[src/rtl/j1_boot_pkg.sv]
// ----------------------------------------------------------------------------
// j1_boot_pkg
// Shared types and constants for the j1 boot loader.
//   boot_state_t    : loader FSM states
//   BOOT_CSUM_INIT  : starting value of the data-byte checksum
//   RST_CNT_W       : width of the release (core reset stretch) counter
//   accepts_byte()  : 1 for the states that take a byte from the host stream
// ----------------------------------------------------------------------------
package j1_boot_pkg;

   typedef enum logic [2:0] {
      HDR_LO,
      HDR_HI,
      DATA_LO,
      DATA_HI,
      CSUM,
      RELEASE,
      RUN,
      ERROR
   } boot_state_t;

   localparam logic [7:0] BOOT_CSUM_INIT = 8'h00;
   localparam int         RST_CNT_W      = 8;

   function automatic logic accepts_byte(input boot_state_t s);
      return (s == HDR_LO) || (s == HDR_HI) || (s == DATA_LO) ||
             (s == DATA_HI) || (s == CSUM);
   endfunction

endpackage

[src/rtl/j1_boot_loader.sv]
// ----------------------------------------------------------------------------
// j1_boot_loader
// Holds the j1 core in reset, loads code RAM from a byte stream
// (count N little-endian, then N words low byte first), then releases the
// core. A reboot_req in RUN or ERROR restarts the load.
//
// Optional feature: define J1_BOOT_CSUM_EN to expect one trailing byte equal
// to the mod-256 sum of all data bytes; a mismatch lands in ERROR.
//
// Ports
//   clk          in   single clock, posedge
//   reset        in   synchronous, active-high
//   rx_data      in   [7:0] boot byte
//   rx_valid     in   rx_data valid
//   rx_ready     out  loader accepts a byte (transfer = rx_valid & rx_ready)
//   reboot_req   in   reload request, honoured in RUN and ERROR
//   code_we      out  code RAM write strobe (one cycle per word)
//   code_waddr   out  [CODE_AW-1:0] code RAM word address
//   code_wdata   out  [15:0] instruction word
//   core_resetq  out  0 = core held in reset; 1 only in RUN
//   booting      out  1 in every state except RUN and ERROR
//   boot_error   out  sticky error flag, cleared by reset or reboot_req
// ----------------------------------------------------------------------------
module j1_boot_loader
   import j1_boot_pkg::*;
#(
   parameter int CODE_AW    = 13,
   parameter int RST_CYCLES = 4
) (
   input  logic               clk,
   input  logic               reset,
   input  logic [7:0]         rx_data,
   input  logic               rx_valid,
   output logic               rx_ready,
   input  logic               reboot_req,
   output logic               code_we,
   output logic [CODE_AW-1:0] code_waddr,
   output logic [15:0]        code_wdata,
   output logic               core_resetq,
   output logic               booting,
   output logic               boot_error
);

   // One extra bit so N = 2**CODE_AW is representable.
   localparam int                   IDX_W     = CODE_AW + 1;
   localparam logic [16:0]          MAX_WORDS = 17'(2 ** CODE_AW);
   localparam logic [RST_CNT_W-1:0] RST_LOAD  = RST_CNT_W'(RST_CYCLES);

`ifdef J1_BOOT_CSUM_EN
   localparam boot_state_t LOAD_DONE = CSUM;
   logic [7:0] csum;
`else
   localparam boot_state_t LOAD_DONE = RELEASE;
`endif

   boot_state_t          state, state_nxt;
   logic [7:0]           lo_byte;
   logic [IDX_W-1:0]     n_words;
   logic [IDX_W-1:0]     word_idx;
   logic [RST_CNT_W-1:0] rst_cnt;

   logic        xfer;
   logic [15:0] hdr_n;
   logic        last_word;
   logic        rebooting;

   assign xfer      = rx_valid & rx_ready;
   assign hdr_n     = {rx_data, lo_byte};
   assign last_word = (word_idx + IDX_W'(1)) == n_words;
   assign rebooting = reboot_req && ((state == RUN) || (state == ERROR));

   // NOTE: state_nxt is assigned a default before the case so no path leaves
   // it unassigned; otherwise synthesis would infer a latch.
   always_comb begin
      state_nxt = state;
      case (state)
         HDR_LO:  if (xfer) state_nxt = HDR_HI;
         HDR_HI:
            if (xfer) begin
               if (hdr_n == 16'h0000)
                  state_nxt = LOAD_DONE;
               else if ({1'b0, hdr_n} > MAX_WORDS)
                  state_nxt = ERROR;
               else
                  state_nxt = DATA_LO;
            end
         DATA_LO: if (xfer) state_nxt = DATA_HI;
         DATA_HI: if (xfer) state_nxt = last_word ? LOAD_DONE : DATA_LO;
`ifdef J1_BOOT_CSUM_EN
         CSUM:    if (xfer) state_nxt = (rx_data == csum) ? RELEASE : ERROR;
`else
         CSUM:    state_nxt = ERROR;  // unreachable without the checksum
`endif
         // Counter runs RST_CYCLES..1 so RELEASE lasts RST_CYCLES cycles.
         RELEASE: if (rst_cnt <= RST_CNT_W'(1)) state_nxt = RUN;
         RUN:     if (reboot_req) state_nxt = HDR_LO;
         ERROR:   if (reboot_req) state_nxt = HDR_LO;
         default: state_nxt = HDR_LO;
      endcase
   end

   // Outputs are decoded from state_nxt and registered, so they change on the
   // same edge as the state and core_resetq never glitches.
   // NOTE: all state here uses non-blocking assignments so every register
   // samples the pre-edge values, independent of statement order.
   always_ff @(posedge clk) begin
      if (reset) begin
         state       <= HDR_LO;
         rx_ready    <= 1'b1;
         code_we     <= 1'b0;
         code_waddr  <= '0;
         code_wdata  <= '0;
         core_resetq <= 1'b0;
         booting     <= 1'b1;
         boot_error  <= 1'b0;
         lo_byte     <= '0;
         n_words     <= '0;
         word_idx    <= '0;
         rst_cnt     <= '0;
`ifdef J1_BOOT_CSUM_EN
         csum        <= BOOT_CSUM_INIT;
`endif
      end else begin
         state       <= state_nxt;
         rx_ready    <= accepts_byte(state_nxt);
         core_resetq <= (state_nxt == RUN);
         booting     <= (state_nxt != RUN) && (state_nxt != ERROR);
         boot_error  <= (state_nxt == ERROR);
         code_we     <= 1'b0;

         if (xfer && ((state == HDR_LO) || (state == DATA_LO)))
            lo_byte <= rx_data;

         if (xfer && (state == HDR_HI)) begin
            // Safe truncation: oversize counts go to ERROR and are never used.
            n_words  <= hdr_n[IDX_W-1:0];
            word_idx <= '0;
         end

         if (xfer && (state == DATA_HI)) begin
            code_we    <= 1'b1;
            code_waddr <= word_idx[CODE_AW-1:0];
            code_wdata <= {rx_data, lo_byte};
            word_idx   <= word_idx + IDX_W'(1);
         end

`ifdef J1_BOOT_CSUM_EN
         if (xfer && ((state == DATA_LO) || (state == DATA_HI)))
            csum <= csum + rx_data;
`endif

         if ((state_nxt == RELEASE) && (state != RELEASE))
            rst_cnt <= RST_LOAD;
         else if (state == RELEASE)
            rst_cnt <= rst_cnt - RST_CNT_W'(1);

         if (rebooting) begin
            word_idx <= '0;
            rst_cnt  <= '0;
`ifdef J1_BOOT_CSUM_EN
            csum     <= BOOT_CSUM_INIT;
`endif
         end
      end
   end

endmodule

[config.mk]
export PLATFORM = sky130hd
export DESIGN_NAME = j1_boot_loader
export DESIGN_NICKNAME = d
export VERILOG_FILES = /design/src/rtl/j1_boot_pkg.sv /design/src/rtl/j1_boot_loader.sv
export SDC_FILE = /design/constraint.sdc
export NUM_CORES = 1
export LEC_CHECK = 0
export ABC_CLOCK_PERIOD_IN_PS = 5000
export CORE_ASPECT_RATIO = 1.5
export CORE_UTILIZATION = 60
export DETAILED_ROUTE_END_ITERATION = 16
export MAX_ROUTING_LAYER = met4
export PLACE_DENSITY = 0.91
export SYNTH_ARGS = -nofsm -noshare
export SYNTH_HDL_FRONTEND = slang
export SYNTH_SLANG_ARGS = --single-unit
[constraint.sdc]
create_clock -name clk -period 5 [get_ports clk]
set_clock_uncertainty 0.2 [all_clocks]
set_input_delay 1 -clock clk [delete_from_list [all_inputs] [get_ports clk]]
set_output_delay 1 -clock clk [all_outputs]
set_load 0.01 [all_outputs]
Word level (Yosys, flattened, before mapping)
Index checks and enable logic that the tools add are counted.

word-level totals
  register bits = 81
  bits of input ports = 12
  output and inout port bits = 34
  word-level logic and storage cells = 71

operators by class
  $add $sub $neg = 2
  $lt $le $gt $ge = 2
  equality and inequality tests = 18
  multiplexer cells = 15
  bitwise gates (word level) = 1
  reduce and logical (&&, ||, !) cells = 20

operators with widths
  operator                 number
  $mux W3                  11
  $mux W14                 2
  $eq A3 B3 Y1 const B     8
  $pmux W3 S7              1
  $gt A16 B14 Y1 const B   1
  $logic_not A16 Y1        1
  $add A14 B1 Y14 const B  1
  $eq A14 B14 Y1           1
  $eq A3 B2 Y1 const B     4
  $ne A3 B3 Y1 const B     3
  $le A8 B1 Y1 const B     1
  $sub A8 B1 Y8 const B    1
  $eq A3 B1 Y1 const B     2
  $logic_and A1 B1 Y1      6
  $logic_not A3 Y1         2
  $logic_or A1 B1 Y1       6
  $reduce_bool A2 Y1       2
  $reduce_or A2 Y1         2
  $reduce_or A3 Y1         1
  $and A1 B1 Y1            1
  $mux W1                  1

Longest topological paths before layout
Gate-level depths: netlist of run 1.

  word-level depth = 10
  depth in mapped cells = 8
  gate-level depth less buffers = 8

Worst setup path after synthesis of run 1
Ideal clock, no wire load.

  path type = flip-flop to flip-flop
  start point = reg word_idx[1]
  end point = reg core_resetq
  setup time = 116 ps
  data arrival time = 2300 ps
  setup slack = 2385 ps
  stages on the path, launching flop included = 8
  buffers on the path = 0
  clock period less this slack = 2615 ps
  cell sequence = dfxtp_1 -> ha_1 -> or3b_2 -> a211o_1 -> nand3_1 -> nand4_2 -> or4_4 -> and3b_1

on the way
  cells in the longest elaborated chain, start to end = 6

ends and longest elaborated chain
  item                    line                   source
  from (decl)             j1_boot_loader.sv:59   logic [IDX_W-1:0] word_idx;
  from (signal assigned)  j1_boot_loader.sv:144  word_idx <= word_idx + IDX_W'(1);
  $add A14 B1 Y14         j1_boot_loader.sv:69   assign last_word = (word_idx + IDX_W'(1)) == n_words;
  $eq A14 B14 Y1          j1_boot_loader.sv:69
  $mux W3 (2 in a row)    j1_boot_loader.sv:88   DATA_HI: if (xfer) state_nxt = last_word ? LOAD_DONE : DATA_LO;
  $pmux W3 S7             j1_boot_loader.sv:76   case (state)
  $eq A3 B3 Y1            j1_boot_loader.sv:126  core_resetq <= (state_nxt == RUN);
  to (signal assigned)    j1_boot_loader.sv:126
  to (decl)               j1_boot_loader.sv:39   output logic core_resetq,

Every way passes these cells.
A chain may end at the register's enable or synchronous reset.

Worst setup path in the final report of run 1
  start point = in rx_valid
  end point = reg rx_ready

on the way
  cells in the longest elaborated chain, start to end = 8
  elaborated cells on any way between the ends = 15
  classes of those cells = 4 x eq/ne; 5 x mux; 1 x bitwise; 5 x reduce/logical

ends and longest elaborated chain
  item                                                     line                   source
  from (decl)                                              j1_boot_loader.sv:33   input logic rx_valid,
  $and A1 B1 Y1 (*)                                        j1_boot_loader.sv:67   assign xfer = rx_valid & rx_ready;
  $mux W3, on equally long branches                        --
  $pmux W3 S7 (*)                                          j1_boot_loader.sv:76
  $eq A3 B1 Y1 / $logic_not A3 Y1 (equally long branches)  j1_boot_pkg.sv:26      return (s == HDR_LO) || (s == HDR_HI) || (s == DATA_LO) ||
  $logic_or A1 B1 Y1 (3 in a row)                          j1_boot_pkg.sv:26
  $logic_or A1 B1 Y1 (*)                                   j1_boot_pkg.sv:27      (s == DATA_HI) || (s == CSUM);
  to (signal assigned)                                     j1_boot_loader.sv:125  rx_ready <= accepts_byte(state_nxt);
  to (decl)                                                j1_boot_loader.sv:34   output logic rx_ready,

Mark *: on every way between the ends. The rest lies on a longest branch, timed or not.

==> results.md, run 1 <==
* Total power at 0.00124 W
* Clock tree buffer depth at 2
* Die area at 6690 um2
* Largest net degree at the start of global routing at 57
* Commonest register cell after synthesis: dfxtp_1
* Synth cell count leaders: nand2_1, dfxtp_1, a21oi_1, nor2_1, clkbuf_1
* Status: finished, final reports clean
* Synth top area share at 0.425
* Starting Density at 0.623
* Critical path class: input pin to flop
* CTS Sinks at 81
* GRT Overall Usage at 0.294
* Via/cell ratio at 6.07
* Clock slew at the register clock pins of the worst setup and hold paths at 0.08 ns
* Nets at 529
* Detailed placement HPWL at 6.10 mm
* Number of flops mapped to enable cells by yosys at 0
* Resize count post-CTS at 0
* Area leader, netlist: dfxtp_1
* Post-route cell area at 4420 um2
* CP startpoint kind: input pin
* WL final at 9.11 mm
* Mapped Nets at 503
* Fmax at 0.288 GHz
* Row cnt at 35
* Setup TNS at 0 ns
* Port Buf Inserts at 45
* Area after DPL at 4240 um2
* Top cells by area, synth: dfxtp_1, nand2_1, a21oi_1
* Vias at 3599
* Syn avg cell area at 7.83 um2
* Number of max-cap violations at 0
* Initial drt markers at 300
* WL/cell at 15.4 um
* Most frequent cell after synthesis: nand2_1
* Gpl congestion at 0.925
* Fin. Hold Viols at 0
* Width of the die at 67.1 um
* Clk Latency, worst-skew pair at 0.37 ns
* Critical Path RT at 5.02 ns
* Total grt overflow at 0
* Min cycle time layout at 3.48 ns
* CTS tree: done
* Maximum VDD drop at 0.249 mV
* Setup violators final at 0
* Yosys Warn Count at 0
* # diodes at 0
* # IOs at 46
* DRC violations left at 0
* H-tree levels at 3
* LEAKAGE at 1.48 nW
* CTS Hold Bufs at 0
* Final period utilization at 0.695
* Area Overhead vs Synth at 15.7%
* Root Buffer: clkbuf_8
* Post-synthesis cell area at 3820 um2
* Antenna viol nets, final at 0
* First-pass GRT wire length at 14.7 mm
* Cells after Synth at 488
* Pwr Density at 281 nW/um2
* Post-synth cell types at 57
* Initial antenna violation count at 0
* Ratio of cells with drive above 1 in the final layout at 0.0674
* RSZ-0062 raised after global routing: false
* Fill cells at 462
* Critical path arrival at 3.50 ns
* Core area at 6130 um2
* Rel. slew slack at 0.321
* Setup repair bufs after CTS at 0
* Die Y at 99.7 um
* First-pass DRT Iterations at 5
* #FFs+latches synth at 81
* Async set-reset flop share out of synthesis at 0
* Max-slew violations at 0
* CP Max Fanout at 24
* CTS buffer count at 9
* HP Class: flop to flop
* Post-synthesis sequential area ratio at 0.425
* Critical Path End Type: flop
* Vias in the first global route at 3193
* Worst Max-Slew Pin Slew at 1.01 ns
[registers in the layout, indices dropped and copies added (netlist names)]
register and flops:
state 3, code_waddr 13, rx_ready 1, booting 1
word_idx 14, boot_error 1, code_wdata 16, rst_cnt 8
n_words 14, core_resetq 1, lo_byte 8, code_we 1
[final cells by class]
type,count,area (um2),area share
clock buffer,11,141,0.0320
clock inverter,5,40.0,0.00906
inverter,3,11.3,0.00255
multi-input combinational,370,2040,0.461
sequential,81,1620,0.367
tap,74,92.6,0.0210
timing repair buffer,49,475,0.108
[cells in the final DEF, fill, tap and decap left out, types with 3 or more instances in the layout]
cell / n
a21oi_1: 69
a22oi_1: 4
and4_1: 3
buf_4: 4
clkbuf_8: 10
clkdlybuf4s50_1: 44
clkinvlp_4: 3
dfxtp_1: 81
ha_1: 3
inv_1: 3
nand2_1: 128
nand3_1: 8
nand4_1: 9
nand4b_1: 3
nor2_1: 27
nor2b_1: 5
nor3_1: 16
nor4_1: 5
o21ai_0: 14
or4_1: 3
xnor2_1: 16
xor2_1: 9
[critical path, cell delays in order]
cell,delay (ns)
clkdlybuf4s50_1,0.50
nand2_1,0.14
nor3b_1,0.21
buf_4,0.21
nand2_1,0.51
nor4_4,0.75
o21ai_0,0.17
[cells by family (layout without fill, tap and decap cells)]
group                      count (synthesis)  in the layout  share of synthesized area
AOI/OAI and AO/OA                        108            108                      0.167
buffers and inverters                     37             68                     0.0432
adders and majority gates                  3              3                    0.00983
and+or+nand+nor                          234            234                      0.298
xor gates and xnor gates                  25             25                     0.0573
DFF                                       81             81                      0.425
[final timing paths]
kind                                     from            end  slack (ns)  depth (start not counted)
worst min-delay path            code_waddr[7]  code_waddr[7]        0.26                          2
worst min register to register  code_waddr[7]  code_waddr[7]        0.26                          2
worst max-delay path                 rx_valid       rx_ready        1.52                          7
worst max register to register    word_idx[0]    core_resetq        1.90                          7
[power breakdown]
| part | leakage (nW) | internal, W | switching, W |
|---|---|---|---|
| combinational | 0.739 | 0.0000433 | 0.0000742 |
| clock | 0.0822 | 0.000196 | 0.000250 |
| sequential | 0.655 | 0.000659 | 0.0000197 |
[per-layer routing]
metal  global-route usage  wire (um)  vias up
met5                    -          0        -
met4                0.159        285        0
met3               0.0482        448       34
met2                0.470       4630      155
met1                0.342       3740     1669
li1                     -          -     1741
[per-stage QoR]
| stage | instances | utilization | hold WS, ns | setup slack [ns] |
|---|---|---|---|---|
| after floorplan | 488 | - | 0.248 | 2.38 |
| after global placement | 577 | 0.691 | 0.241 | 1.26 |
| after detailed placement | 577 | 0.691 | 0.246 | 1.21 |
| after CTS | 593 | 0.721 | 0.259 | 1.56 |
| after global routing | 593 | 0.721 | 0.269 | 1.35 |
| final | 593 | 0.721 | 0.256 | 1.52 |
No activity file was read; power rests on OpenSTA's default activity.
==> run 2, diff against run 1 <==
- ABC_CLOCK_PERIOD_IN_PS: 5000 -> 3400
- CORE_UTILIZATION: 60 -> 55
- PLACE_DENSITY: 0.91 -> 0.85
- clock period: 5 -> 3.4 ns (I/O delays scaled with it)
==> run 2 against run 1 <==
Cell area grew 1.2%. Global-route usage is 1.9 points lower. Clock-buffer cell count shrank 1. Clock power increased by 44%. Setup slack lost 1.1 ns. Hold slack worse by 0.0021 ns. Register-to-register slack got worse by 1.5 ns. Sequential cell count stayed put.
==> results.md, run 2 (synthesized netlist as in run 1, its figures left out) <==
* # IOs at 46
* Nets at 536
* CP Max Fanout at 8
* Max reg flops at 16
* Clock tree buffer depth at 2
* CP startpoint kind: flop
* Top flop regs: code_wdata (16), n_words (14), word_idx (14)
* R2r setup slk at 0.43 ns
* DRC violations left at 0
* Critical Path End Type: flop
* Largest net degree at the start of global routing at 56
* Ratio of cells with drive above 1 in the final layout at 0.0817
* Starting Density at 0.577
* Antenna viol nets, final at 0
* Detailed placement HPWL at 6.47 mm
* Critical path arrival at 3.04 ns
* Core area at 6620 um2
* CTS Sinks at 81
* Via/cell ratio at 5.96
* CTS buffer count at 9
* Total power at 0.00182 W
* Setup repair bufs after CTS at 0
* Biggest register: code_wdata
* Maximum VDD drop at 0.338 mV
* Resize count post-CTS at 0
* Die Y at 104 um
* Setup WS pre-CTS at 0.305 ns
* H-tree levels at 3
* Rel. slew slack at 0.609
* Commonest non-fill, non-tap cell in the layout: nand2_1
* Vias at 3590
* Final period utilization at 0.875
* Worst Hold Launch: code_waddr[3]
* Most frequent cells in the layout: nand2_1, dfxtp_1, a21oi_1
* Area after DPL at 4290 um2
* CTS Hold Bufs at 0
* Max stage delay on crit path at 0.55 ns
* Status: finished, final reports clean
* Final Util at 0.675
* WL final at 9.26 mm
* CTS tree: done
* Width of the die at 70.0 um
* Cells on Worst Hold Path at 2
* Row cnt at 36
* Clock slew at the register clock pins of the worst setup and hold paths at 0.08 ns
* Critical path buffers and inverters at 0
* Crit-path cells: ha_1 > or3b_2 > a211o_1 > nand3_1 > nand4_2 > or4_4 > and3b_1
* Reg2reg path depth at 7
* Worst Max-Slew Pin Slew at 0.582 ns
* Setup TNS at 0 ns
* Critical path class: flop to flop
* HP Class: flop to flop
* RSZ-0062 raised after global routing: false
* LEAKAGE at 1.52 nW
* Worst reg2reg path endpoint: core_resetq
* Gpl congestion at 0.883
* Final setup margin at 0.427 ns
* RR Startpoint: word_idx[0]
* Fin. Hold Viols at 0
* GRT Overall Usage at 0.275
* Clk Latency, worst-skew pair at 0.37 ns
* Min cycle time layout at 2.97 ns
* Post-route cell area at 4470 um2
* Fmax at 0.336 GHz
* Port Buf Inserts at 45
* Root Buffer: clkbuf_8
* First-pass DRT Iterations at 4
* First-pass GRT wire length at 15.6 mm
* WL/cell at 15.4 um
* Critical Path RT at 3.46 ns
* Number of max-cap violations at 0
* Initial antenna violation count at 0
* Vias in the first global route at 3433
* CP top delay family: simple AND/OR/NAND/NOR gates
* Total grt overflow at 0
* Initial drt markers at 310
* Area Overhead vs Synth at 17.1%
* Critical path's slowest cell: dfxtp_1
* Setup violators final at 0
* Pwr Density at 408 nW/um2
* # diodes at 0
* Max-slew violations at 0
* Critical path depth at 7
* Die area at 7290 um2
* Hold Crit Endpoint: code_waddr[3]
## run 2: per-stage QoR
stage / hold slack [ns] / std cells
after global routing: 0.275 / 602
after detailed placement: 0.245 / 586
after CTS: 0.257 / 602
final: 0.254 / 602
after global placement: 0.242 / 586
after floorplan: 0.248 / 488
## run 2: power breakdown
group | switching, W | internal, W
registers | 0.0000288 | 0.000969
clock network | 0.000358 | 0.000286
logic | 0.000111 | 0.0000701
total | 0.000497 | 0.00133
## run 2: worst max-delay path by stage
| stage | from | to | slack (ns) |
|---|---|---|---|
| floorplan | word_idx[1] | core_resetq | 0.78 |
| global placement | rx_data[2] | core_resetq | 0.38 |
| detailed placement | rx_data[2] | core_resetq | 0.31 |
| CTS | word_idx[0] | core_resetq | 0.43 |
| global route | word_idx[3] | rx_ready | 0.22 |
| finish | word_idx[0] | core_resetq | 0.43 |
## run 2: cell type report
| class | count | area [um2] |
|---|---|---|
| clock buffers | 10 | 138 |
| clock inverters | 6 | 40.0 |
| inverters | 3 | 11.3 |
| well taps | 76 | 95.1 |
| multi-input cells | 370 | 2040 |
| flip-flops and latches | 81 | 1620 |
| fillers | 547 | 2150 |
| repair buffers | 56 | 528 |
## run 2: worst register-to-register path, delay by kind of cell (launching register included)
family / cells / cell delay, ns
simple gates: 5 / 1.47
compound gates: 1 / 0.30
fa+ha+maj: 1 / 0.35
flops: 1 / 0.55
## run 2: layer usage
metal  vias to the layer above  global-route usage  part of all wire
met2                       113               0.458              0.51
li1                       1759                   -                 -
met4                         0               0.181             0.037
met3                        31              0.0426             0.046
met5                         -                   -                 0
met1                      1687               0.298              0.40
